[config.mk]
export PLATFORM = sky130hd
export DESIGN_NAME = rice_bit_packer
export DESIGN_NICKNAME = d
export VERILOG_FILES = /design/src/rtl/rice_bit_packer.sv
export SDC_FILE = /design/constraint.sdc
export NUM_CORES = 1
export LEC_CHECK = 0
export CORE_ASPECT_RATIO = 1.2
export CORE_MARGIN = 4
export CORE_UTILIZATION = 49
export CTS_CLUSTER_DIAMETER = 80
export CTS_CLUSTER_SIZE = 14
export DETAILED_ROUTE_END_ITERATION = 10
export PLACE_DENSITY_LB_ADDON = 0.08
export RECOVER_POWER = 50
export SKIP_CTS_REPAIR_TIMING = 1
export SKIP_LAST_GASP = 1
export SLEW_MARGIN = 20
export SYNTH_ARGS = -nofsm -noshare
export SYNTH_HDL_FRONTEND = slang
export SYNTH_SLANG_ARGS = --single-unit
[constraint.sdc]
create_clock -name iClock -period 8.8 [get_ports iClock]
set_input_delay 2.64 -clock iClock [delete_from_list [all_inputs] [get_ports iClock]]
set_output_delay 2.64 -clock iClock [all_outputs]
set_load 0.05 [all_outputs]
[src/rtl/rice_bit_packer.sv]
// rice_bit_packer: serializes Rice codewords (unary q, stop bit, rp-bit remainder) MSB-first into 16-bit words.
// Ports: iClock/iReset (async active-low); iValid/iMSB/iLSB/iRiceParam codeword in, oReady accept;
//        iFlush pads and emits the partial word; oData/oValid packed word; oFlushDone flush complete;
//        oBitCount bits appended since reset, padding excluded.
module rice_bit_packer #(
    parameter int WORD_WIDTH  = 16,
    parameter int PARAM_WIDTH = 4,
    parameter int COUNT_WIDTH = 32
) (
    input  logic                   iClock,
    input  logic                   iReset,
    input  logic                   iValid,
    input  logic [WORD_WIDTH-1:0]  iMSB,
    input  logic [WORD_WIDTH-1:0]  iLSB,
    input  logic [PARAM_WIDTH-1:0] iRiceParam,
    input  logic                   iFlush,
    output logic                   oReady,
    output logic [WORD_WIDTH-1:0]  oData,
    output logic                   oValid,
    output logic                   oFlushDone,
    output logic [COUNT_WIDTH-1:0] oBitCount
);
    localparam int W = WORD_WIDTH;

    typedef enum logic [1:0] {IDLE, UNARY, TAIL, FLUSH} state_t;

    state_t                 state_q, state_d;
    logic [W-1:0]           fill_q, fill_d;
    logic [W-1:0]           buf_q, buf_d;
    logic [W-1:0]           zeros_q, zeros_d;
    logic [W-1:0]           rem_q, rem_d;
    logic [PARAM_WIDTH-1:0] rp_q, rp_d;
    logic                   flush_q, flush_d;
    logic [W-1:0]           data_q, data_d;
    logic                   valid_q, valid_d;
    logic                   done_q, done_d;
    logic [COUNT_WIDTH-1:0] cnt_q, cnt_d;
    logic [W-1:0]           room, n, len, val, sum;
    logic [W:0]             sh;
    logic [2*W-1:0]         cat;

    assign room = W'(W) - fill_q;
    assign n    = (zeros_q < room) ? zeros_q : room;

    always_comb begin
        state_d = state_q;
        fill_d  = fill_q;
        buf_d   = buf_q;
        zeros_d = zeros_q;
        rem_d   = rem_q;
        rp_d    = rp_q;
        flush_d = iFlush | (flush_q & (state_q != FLUSH));
        data_d  = data_q;
        valid_d = 1'b0;
        done_d  = 1'b0;
        cnt_d   = cnt_q;
        len     = '0;
        val     = '0;
        case (state_q)
            IDLE: begin
                if (iValid) begin
                    zeros_d = iMSB;
                    rem_d   = iLSB & ((W'(1) << iRiceParam) - W'(1));
                    rp_d    = iRiceParam;
                    state_d = (iMSB != '0) ? UNARY : TAIL;
                end else if (flush_q) begin
                    state_d = FLUSH;
                end
            end
            UNARY: begin
                len     = n;
                zeros_d = zeros_q - n;
                state_d = (zeros_q == n) ? TAIL : UNARY;
            end
            TAIL: begin
                len     = W'(rp_q) + W'(1);
                val     = (W'(1) << rp_q) | rem_q;
                state_d = flush_q ? FLUSH : IDLE;
            end
            default: begin
                if (fill_q != '0) begin
                    data_d  = buf_q;
                    valid_d = 1'b1;
                end
                buf_d   = '0;
                fill_d  = '0;
                done_d  = 1'b1;
                state_d = IDLE;
            end
        endcase
        // Buffer is left-justified with zeros below fill; the new field lands right under it.
        sh  = (W+1)'(2*W) - {1'b0, fill_q} - {1'b0, len};
        cat = {buf_q, {W{1'b0}}} | ({{W{1'b0}}, val} << sh);
        sum = fill_q + len;
        if (len != '0) begin
            cnt_d  = cnt_q + COUNT_WIDTH'(len);
            buf_d  = (sum >= W'(W)) ? cat[W-1:0] : cat[2*W-1:W];
            fill_d = (sum >= W'(W)) ? sum - W'(W) : sum;
            if (sum >= W'(W)) begin
                data_d  = cat[2*W-1:W];
                valid_d = 1'b1;
            end
        end
    end

    always_ff @(posedge iClock or negedge iReset) begin
        if (!iReset) begin
            state_q <= IDLE;
            fill_q  <= '0;
            buf_q   <= '0;
            zeros_q <= '0;
            rem_q   <= '0;
            rp_q    <= '0;
            flush_q <= 1'b0;
            data_q  <= '0;
            valid_q <= 1'b0;
            done_q  <= 1'b0;
            cnt_q   <= '0;
        end else begin
            state_q <= state_d;
            fill_q  <= fill_d;
            buf_q   <= buf_d;
            zeros_q <= zeros_d;
            rem_q   <= rem_d;
            rp_q    <= rp_d;
            flush_q <= flush_d;
            data_q  <= data_d;
            valid_q <= valid_d;
            done_q  <= done_d;
            cnt_q   <= cnt_d;
        end
    end

    assign oReady     = (state_q == IDLE);
    assign oData      = data_q;
    assign oValid     = valid_q;
    assign oFlushDone = done_q;
    assign oBitCount  = cnt_q;
endmodule

**After elaboration in Yosys (flattened, before gate mapping)**

Cells that the tools add are included.

- Register bits after elaboration: 121
- Input bits: 40
- Output and inout port bits: 51
- Word-level logic and storage cells: 70

- $add $sub $neg: 9
- Order comparisons: 2
- Eq/ne operators: 7
- Shift-type cells: 3
- Mux-type cells: 25
- Bitwise logic cells: 5
- Reduce and logical (&&, ||, !) cells: 8

Operator list:

| kind | number |
|---|---|
| two-way mux 16 bit | 12 |
| one-hot mux 16 bit (2 select lines) | 2 |
| nonzero test 16 bit | 3 |
| adder 32 x 16 -> 32 bit | 1 |
| OR 32 bit | 1 |
| << shifter 1 x 4 -> 16 bit, first input constant | 2 |
| << shifter 16 x 17 -> 32 bit | 1 |
| subtractor 17 x 16 -> 17 bit | 1 |
| subtractor 6 x 16 -> 17 bit, first input constant | 1 |
| adder 16 bit | 1 |
| AND 16 bit | 1 |
| equality test 16 bit | 1 |
| greater-or-equal comparator 16 x 5 -> 1 bit, second input constant | 1 |
| < comparator 16 bit | 1 |
| OR 16 bit | 1 |
| subtractor 16 x 1 -> 16 bit, second input constant | 1 |
| subtractor 16 bit | 1 |
| subtractor 16 x 5 -> 16 bit, second input constant | 1 |
| subtractor 5 x 16 -> 16 bit, first input constant | 1 |
| two-way mux 2 bit | 5 |
| one-hot mux 2 bit (3 select lines) | 1 |
| adder 4 x 1 -> 5 bit, second input constant | 1 |
| two-way mux 1 bit | 5 |
| != test 2 bit, second input constant | 2 |
| other kinds (10) | 11 |

**Logic depth before layout (Yosys ltp)**

Gate-level depths: netlist (run 1).

- Word-level depth: 9
- Depth in mapped cells: 34
- Gate-level depth less buffers: 30

**Worst setup path after synthesis (run 1)**

No wires, ideal clock.

- Path kind: reg-to-reg
- From: reg fill_q[0]
- To: reg buf_q[11]
- Setup time: 0.087 ns
- Arrival: 7.844 ns
- Required time: 8.713 ns
- Slack: 0.870 ns
- Stages on the path, launching flop included: 33
- Buffers on the path: 3
- Period minus slack after synthesis: 7.930 ns
- Cells stage by stage: dfrtp_1 inv_1 ha_1 or3b_2 a2111oi_0 xnor2_1 ha_1 a21oi_1 o21ai_0 a221oi_1 o21a_1 clkbuf_1 clkbuf_1 nor2_1 a21oi_1 o21a_1 inv_1 ha_1 inv_1 ha_1 inv_1 fa_1 nand2b_1 a311oi_1 o31ai_1 a221o_1 xnor2_1 a2111oi_2 and2_1 buf_2 or4b_1 a211o_1 o211ai_1

- Word-level cells in the longest chain between the ends: 9
- Elaborated cells between the ends (all ways): 14
- Classes of those cells: 4 x add/sub; 2 x order compare; 1 x eq/ne; 1 x shift; 4 x mux; 1 x bitwise; 1 x reduce/logical

RTL lines:

| what | line | RTL |
|---|---|---|
| from (decl) | 28 | `logic [W-1:0] fill_q, fill_d;` |
| from (signal assigned) | 121 | `fill_q <= fill_d;` |
| branches (longest 9 deep; another with subtractor 5 x 16 -> 16 bit) | n/a |  |
| to (signal assigned) | 122 | `buf_q <= buf_d;` |
| to (decl) | 29 | `logic [W-1:0] buf_q, buf_d;` |

Several ways; the timed one is not identified.
A chain may end at the register's enable or synchronous reset.

**Worst setup path in the final report (run 1)**

- From: reg fill_q[0]
- To: reg buf_q[3]

Same word-level chain as after synthesis.

==> impl_metrics.env, run 1 <==
export IMPL_syn_nets=1513
export IMPL_period_needed_ps=8120
export IMPL_area_growth_pct=15.4
export IMPL_synth_top_family_by_area="compound AO/OA/AOI/OAI gates"
export IMPL_drc_errors=0
export IMPL_insertion_delay_ps=430
export IMPL_grt_pass1_wl_um=50700
export IMPL_place_ws_ps=492
export IMPL_synth_cell_types=84
export IMPL_yosysWarnings=0
export IMPL_root_buffer="clkbuf_16"
export IMPL_finalSetupViolCount=0
export IMPL_synth_xor_area_share_pct=7.18
export IMPL_via_count=10165
export IMPL_path_clk_slew_ps=60
export IMPL_drt_iter0_markers=646
export IMPL_holdWs_ps=472
export IMPL_die_w_um=147
export IMPL_slew_headroom_pct=-77.9
export IMPL_synth_commonest_cells="nand2_1 (130), dfrtp_1 (121), o21ai_0 (106)"
export IMPL_status="finished, violations left"
export IMPL_clock_sink_count=121
export IMPL_timing_final_crit_share_pct=92.3
export IMPL_place_congestion=0.883
export IMPL_io_pins=91
export IMPL_cts_buffers_inserted=17
export IMPL_start_kind="register"
export IMPL_path_class="register to register"
export IMPL_antenna_found_initial=0
export IMPL_postRouteWirelength_um=30600
export IMPL_seq_area_mm2=0.00303
export IMPL_worstMarginPinSlew_ps=2670
export IMPL_grt_start_max_net_pins=73
export IMPL_firstDrtPassIters=5
export IMPL_violations="capacitance limit, slew limit"
export IMPL_wl_per_cell_um=17.5
export IMPL_die_area_mm2=0.0257
export IMPL_rsz0062_at_grt="no"
export IMPL_nets=1581
export IMPL_reg2regPathDepth=32
export IMPL_synth_seq_cells=121
export IMPL_fmax_ghz=0.123
export IMPL_cpPeakStageDelay_ps=500
export IMPL_synth_edf_count=0
export IMPL_grt_usage_pct=23.9
export IMPL_syn_inst=1364
export IMPL_io_buffers=89
export IMPL_async_flop_share_pct=100
export IMPL_viasPerCell=5.80
export IMPL_ant_nets=0
export IMPL_fill_cells=2160
export IMPL_yosys_area_share_simple_pct=19.5
export IMPL_critPathSlowestCell="or3b_2"
export IMPL_gr_total_overflow=0
export IMPL_coreArea_mm2=0.0226
export IMPL_synth_avg_cell_area_um2=8.32
export IMPL_multi_input_area_mm2=0.00776
export IMPL_synth_compound_area_share_pct=21.6
export IMPL_hold_class="register to register"
export IMPL_clk_path_buf_depth=2
export IMPL_synth_area_leader_cell="dfrtp_1"
export IMPL_setup_ws_ps=680
export IMPL_synthAdderAreaFrac_pct=12.4
export IMPL_synth_flop_cell="dfrtp_1"
export IMPL_synth_top_cell_area_share_pct=26.7
export IMPL_place_hpwl_um=23500
export IMPL_cp_arrival_ps=8450
export IMPL_diodes=0
export IMPL_final_setup_skew_ps=18.0
export IMPL_rows=60
export IMPL_yosys_cell_count_top_type="nand2_1"
export IMPL_cp_end_kind="register"
export IMPL_drive_gt1_share_pct=8.17
export IMPL_dieHeight_um=175
export IMPL_synth_area_leaders="dfrtp_1 (27%), ha_1 (12%), xnor2_1 (5.2%)"
export IMPL_cap_violations=2
export IMPL_grt_pass1_vias=9815
export IMPL_synth_seq_area_share_pct=26.7
export IMPL_worstPathMaxFanout=14
export IMPL_hold_viol=0
export IMPL_drv_slew=105
export IMPL_cts_tree="yes"
export IMPL_required_ps=9130
export IMPL_tns_ps=0
export IMPL_syn_area_mm2=0.0113
export IMPL_htreeDepth=4
export IMPL_holdPathStages=1
export IMPL_start_util_pct=50.2
export IMPL_synthMuxAreaShare_pct=7.51
-- metrics by stage --
step | cell area [µm²] | utilization, % | cells
finish | 13100 | 57.9 | 1754
global route | 13100 | 57.9 | 1754
CTS | 13100 | 57.9 | 1753
detailed placement | 12500 | 55.4 | 1722
global placement | 12500 | 55.4 | 1722
floorplan | 11300 | - | 1364
-- worst max-delay path, delay by kind of cell, from the launching register on --
kind | cells | cell delay [ps]
buffers and inverters | 7 | 1000
XOR/XNOR | 2 | 230
AND/OR/NAND/NOR | 6 | 1530
AO/OA/AOI/OAI | 12 | 3480
flip-flops | 1 | 480
adder cells (fa/ha/maj) | 5 | 1320
-- cell type report --
class | count | area share [%]
flip-flops and latches | 121 | 23.1
clock inverters | 14 | 1.06
well taps | 310 | 2.96
inverters | 78 | 2.24
repair buffers | 112 | 8.08
clock buffers | 17 | 3.25
multi-input cells | 1102 | 59.3
-- cell usage in the layout, fill, tap and decap left out, types with 11 or more instances in the layout --
master / n
nor2_1: 94
clkbuf_16: 17
buf_4: 21
xor2_1: 25
nor3b_1: 11
a21o_1: 28
o211ai_1: 11
o21ai_0: 106
inv_1: 77
o22a_1: 13
nor3_1: 31
a31oi_1: 22
a21oi_1: 92
xnor2_1: 68
or3_1: 11
and3_1: 16
nor4_1: 19
mux2i_1: 38
nand3_1: 46
nand4_1: 14
nand2b_1: 19
mux2_2: 27
or2_2: 13
nand2_1: 130
clkdlybuf4s50_1: 78
dfrtp_1: 121
ha_1: 105
-- final timing paths --
path | startpoint | endpoint | slack (ps)
worst max-delay path | fill_q[0] | buf_q[3] | 680
worst min-delay path | oBitCount[31] | oBitCount[31] | 470
worst max register to register | fill_q[0] | buf_q[3] | 680
worst min register to register | oBitCount[31] | oBitCount[31] | 470
max in group asynchronous | iReset | oBitCount[28] | 1270
min in group asynchronous | iReset | rem_q[5] | 3060
-- routing by layer --
| layer | vias up | share of wire [%] | global-route usage, % |
|---|---|---|---|
| met4 | 0 | 2.7 | 7.77 |
| li1 | 5086 | - | - |
| met1 | 4815 | 44 | 31.0 |
| met2 | 211 | 50 | 41.7 |
| met5 | - | 0 | 0 |
| met3 | 53 | 3.3 | 2.93 |
-- flip-flops by register name, summed over array words and instances, names as in the netlist, 2 cells and up --
name,cells
buf_q,16
oData,16
rem_q,16
oBitCount,32
rp_q,4
zeros_q,16
state_q,2
fill_q,16
-- kinds of logic after synthesis --
family | Yosys count
AND/OR/NAND/NOR | 447
AO/OA/AOI/OAI | 379
buffers and inverters | 141
flip-flops | 121
adder cells (fa/ha/maj) | 110
XOR/XNOR | 93
multiplexers | 73
Power of run 1 is left out: the tool's default activity adds up to more than one toggle a clock period on the data nets, which glitch-free logic cannot reach.
==> inputs of run 2 (changes only) <==
--- a/config.mk
+++ b/config.mk
@@ -7,10 +7,10 @@
 export LEC_CHECK = 0
 export CORE_ASPECT_RATIO = 1.2
 export CORE_MARGIN = 4
-export CORE_UTILIZATION = 49
-export CTS_CLUSTER_DIAMETER = 80
+export CORE_UTILIZATION = 60
 export CTS_CLUSTER_SIZE = 14
 export DETAILED_ROUTE_END_ITERATION = 10
+export HOLD_SLACK_MARGIN = 0.03
 export PLACE_DENSITY_LB_ADDON = 0.08
 export RECOVER_POWER = 50
 export SKIP_CTS_REPAIR_TIMING = 1
==> run 2 against run 1 <==
  * Cell area shrank 0.39%
  * Critical endpoint is now buf_q[11]
  * Worst hold slack lost 4.4 ps
  * Clock skew shrank 6.0 ps
  * First-iteration DRC count grew 6.8%
  * The flow still finishes with violations (capacitance limit, slew limit)
  * Wire length shrank 0.32%
  * Cell count shrank 3.4%
==> impl_metrics.env, run 2 (same netlist as run 1, synthesis figures left out) <==
export IMPL_drt_iter0_markers=690
export IMPL_tns_ps=0
export IMPL_io_buffers=89
export IMPL_clk_path_buf_depth=2
export IMPL_via_count=10362
export IMPL_grt_pass1_wl_um=50200
export IMPL_hold_class="register to register"
export IMPL_min_from="oBitCount[31]"
export IMPL_final_setup_skew_ps=12.0
export IMPL_timing_final_crit_share_pct=92.5
export IMPL_start_util_pct=61.7
export IMPL_gr_total_overflow=0
export IMPL_nets=1578
export IMPL_required_ps=9140
export IMPL_final_cell_area_mm2=0.0130
export IMPL_period_needed_ps=8140
export IMPL_status="finished, violations left"
export IMPL_htreeDepth=4
export IMPL_place_congestion=0.939
export IMPL_dieHeight_um=159
export IMPL_critPathTopFamily="compound AO/OA/AOI/OAI gates"
export IMPL_start_kind="register"
export IMPL_firstDrtPassIters=5
export IMPL_viasPerCell=6.12
export IMPL_insertion_delay_ps=420
export IMPL_cap_violations=1
export IMPL_io_pins=91
export IMPL_slew_headroom_pct=-145
export IMPL_drc_errors=0
export IMPL_root_buffer="clkbuf_16"
export IMPL_largest_reg_flops=32
export IMPL_multi_input_area_mm2=0.00777
export IMPL_worstMarginPinSlew_ps=3680
export IMPL_rows=54
export IMPL_critPathSlowestCell="dfrtp_1"
export IMPL_hold_viol=0
export IMPL_diodes=0
export IMPL_finalSetupViolCount=0
export IMPL_place_hpwl_um=23000
export IMPL_ant_nets=0
export IMPL_clock_sink_count=121
export IMPL_min_to="oBitCount[31]"
export IMPL_cts_tree="yes"
export IMPL_rsz0062_at_grt="no"
export IMPL_cp_arrival_ps=8490
export IMPL_seq_area_mm2=0.00303
export IMPL_violations="capacitance limit, slew limit"
export IMPL_path_clk_slew_ps=70
export IMPL_cts_buffers_inserted=17
export IMPL_postRouteWirelength_um=30500
export IMPL_coreArea_mm2=0.0184
export IMPL_die_area_mm2=0.0212
export IMPL_placed_cell_area_mm2=0.0124
export IMPL_drv_slew=68
export IMPL_cpPeakStageDelay_ps=490
export IMPL_final_common_cell="nand2_1"
export IMPL_wl_per_cell_um=18.0
export IMPL_antenna_found_initial=0
export IMPL_fill_cells=1503
export IMPL_area_growth_pct=15.0
export IMPL_holdPathStages=1
export IMPL_worstReg2RegEnd="buf_q[11]"
export IMPL_r2r_slack_ps=660
export IMPL_cp_end_kind="register"
export IMPL_drive_gt1_share_pct=8.11
export IMPL_grt_usage_pct=29.1
export IMPL_layout_common_cells="nand2_1 (130), dfrtp_1 (121), o21ai_0 (106)"
export IMPL_die_w_um=134
export IMPL_reg2regPathDepth=30
export IMPL_path_class="register to register"
export IMPL_worstPathMaxFanout=8
export IMPL_fmax_ghz=0.123
export IMPL_grt_start_max_net_pins=68
export IMPL_grt_pass1_vias=10176
export IMPL_path_buf_inv=5
export IMPL_reg2reg_from="fill_q[0]"
[run 2: per-layer routing]
metal	up-vias	routed length [µm]	track usage, %
li1	5086	-	-
met5	-	0	0
met1	4932	13100	36.3
met3	68	1290	3.38
met2	276	15100	51.6
met4	0	1040	11.9
[run 2: area by class of cell]
cell class / instances / area share, %
well taps: 252 / 2.42
inverters: 78 / 2.25
clock buffers: 17 / 3.26
flip-flops and latches: 121 / 23.2
clock inverters: 15 / 1.38
multi-input cells: 1102 / 59.6
repair buffers: 109 / 7.92
[run 2: worst reg2reg max path, delay by kind of cell, from the launching register on]
kind            cells  cell delay [ps]
flops               1              490
buf+inv             5              610
xor+xnor            2              260
compound gates     13             3790
fa+ha+maj           5             1320
simple gates        5             1600
[run 2: how the worst max path moves through the flow]
| stage | from | to | slack (ps) | depth (start not counted) |
|---|---|---|---|---|
| 3_5_place_dp | fill_q[0] | buf_q[11] | 430 | 30 |
| 5_1_grt | fill_q[0] | oData[6] | 60 | 31 |
| 3_3_place_gp | fill_q[0] | buf_q[11] | 600 | 30 |
| 6_report | fill_q[0] | buf_q[11] | 660 | 30 |
| 4_1_cts | fill_q[0] | buf_q[11] | 440 | 30 |
| 2_1_floorplan | fill_q[0] | buf_q[11] | 870 | 32 |
[run 2: through the flow]
stage	hold WS (ps)	setup slack, ps	instances	util, %
final	468	656	1694	71.0
after floorplan	449	870	1364	-
after detailed placement	464	426	1662	67.6
after CTS	475	438	1694	70.9
after global placement	466	597	1662	67.6
after global routing	497	64.4	1694	71.0
Power of run 2 is left out for the same reason.
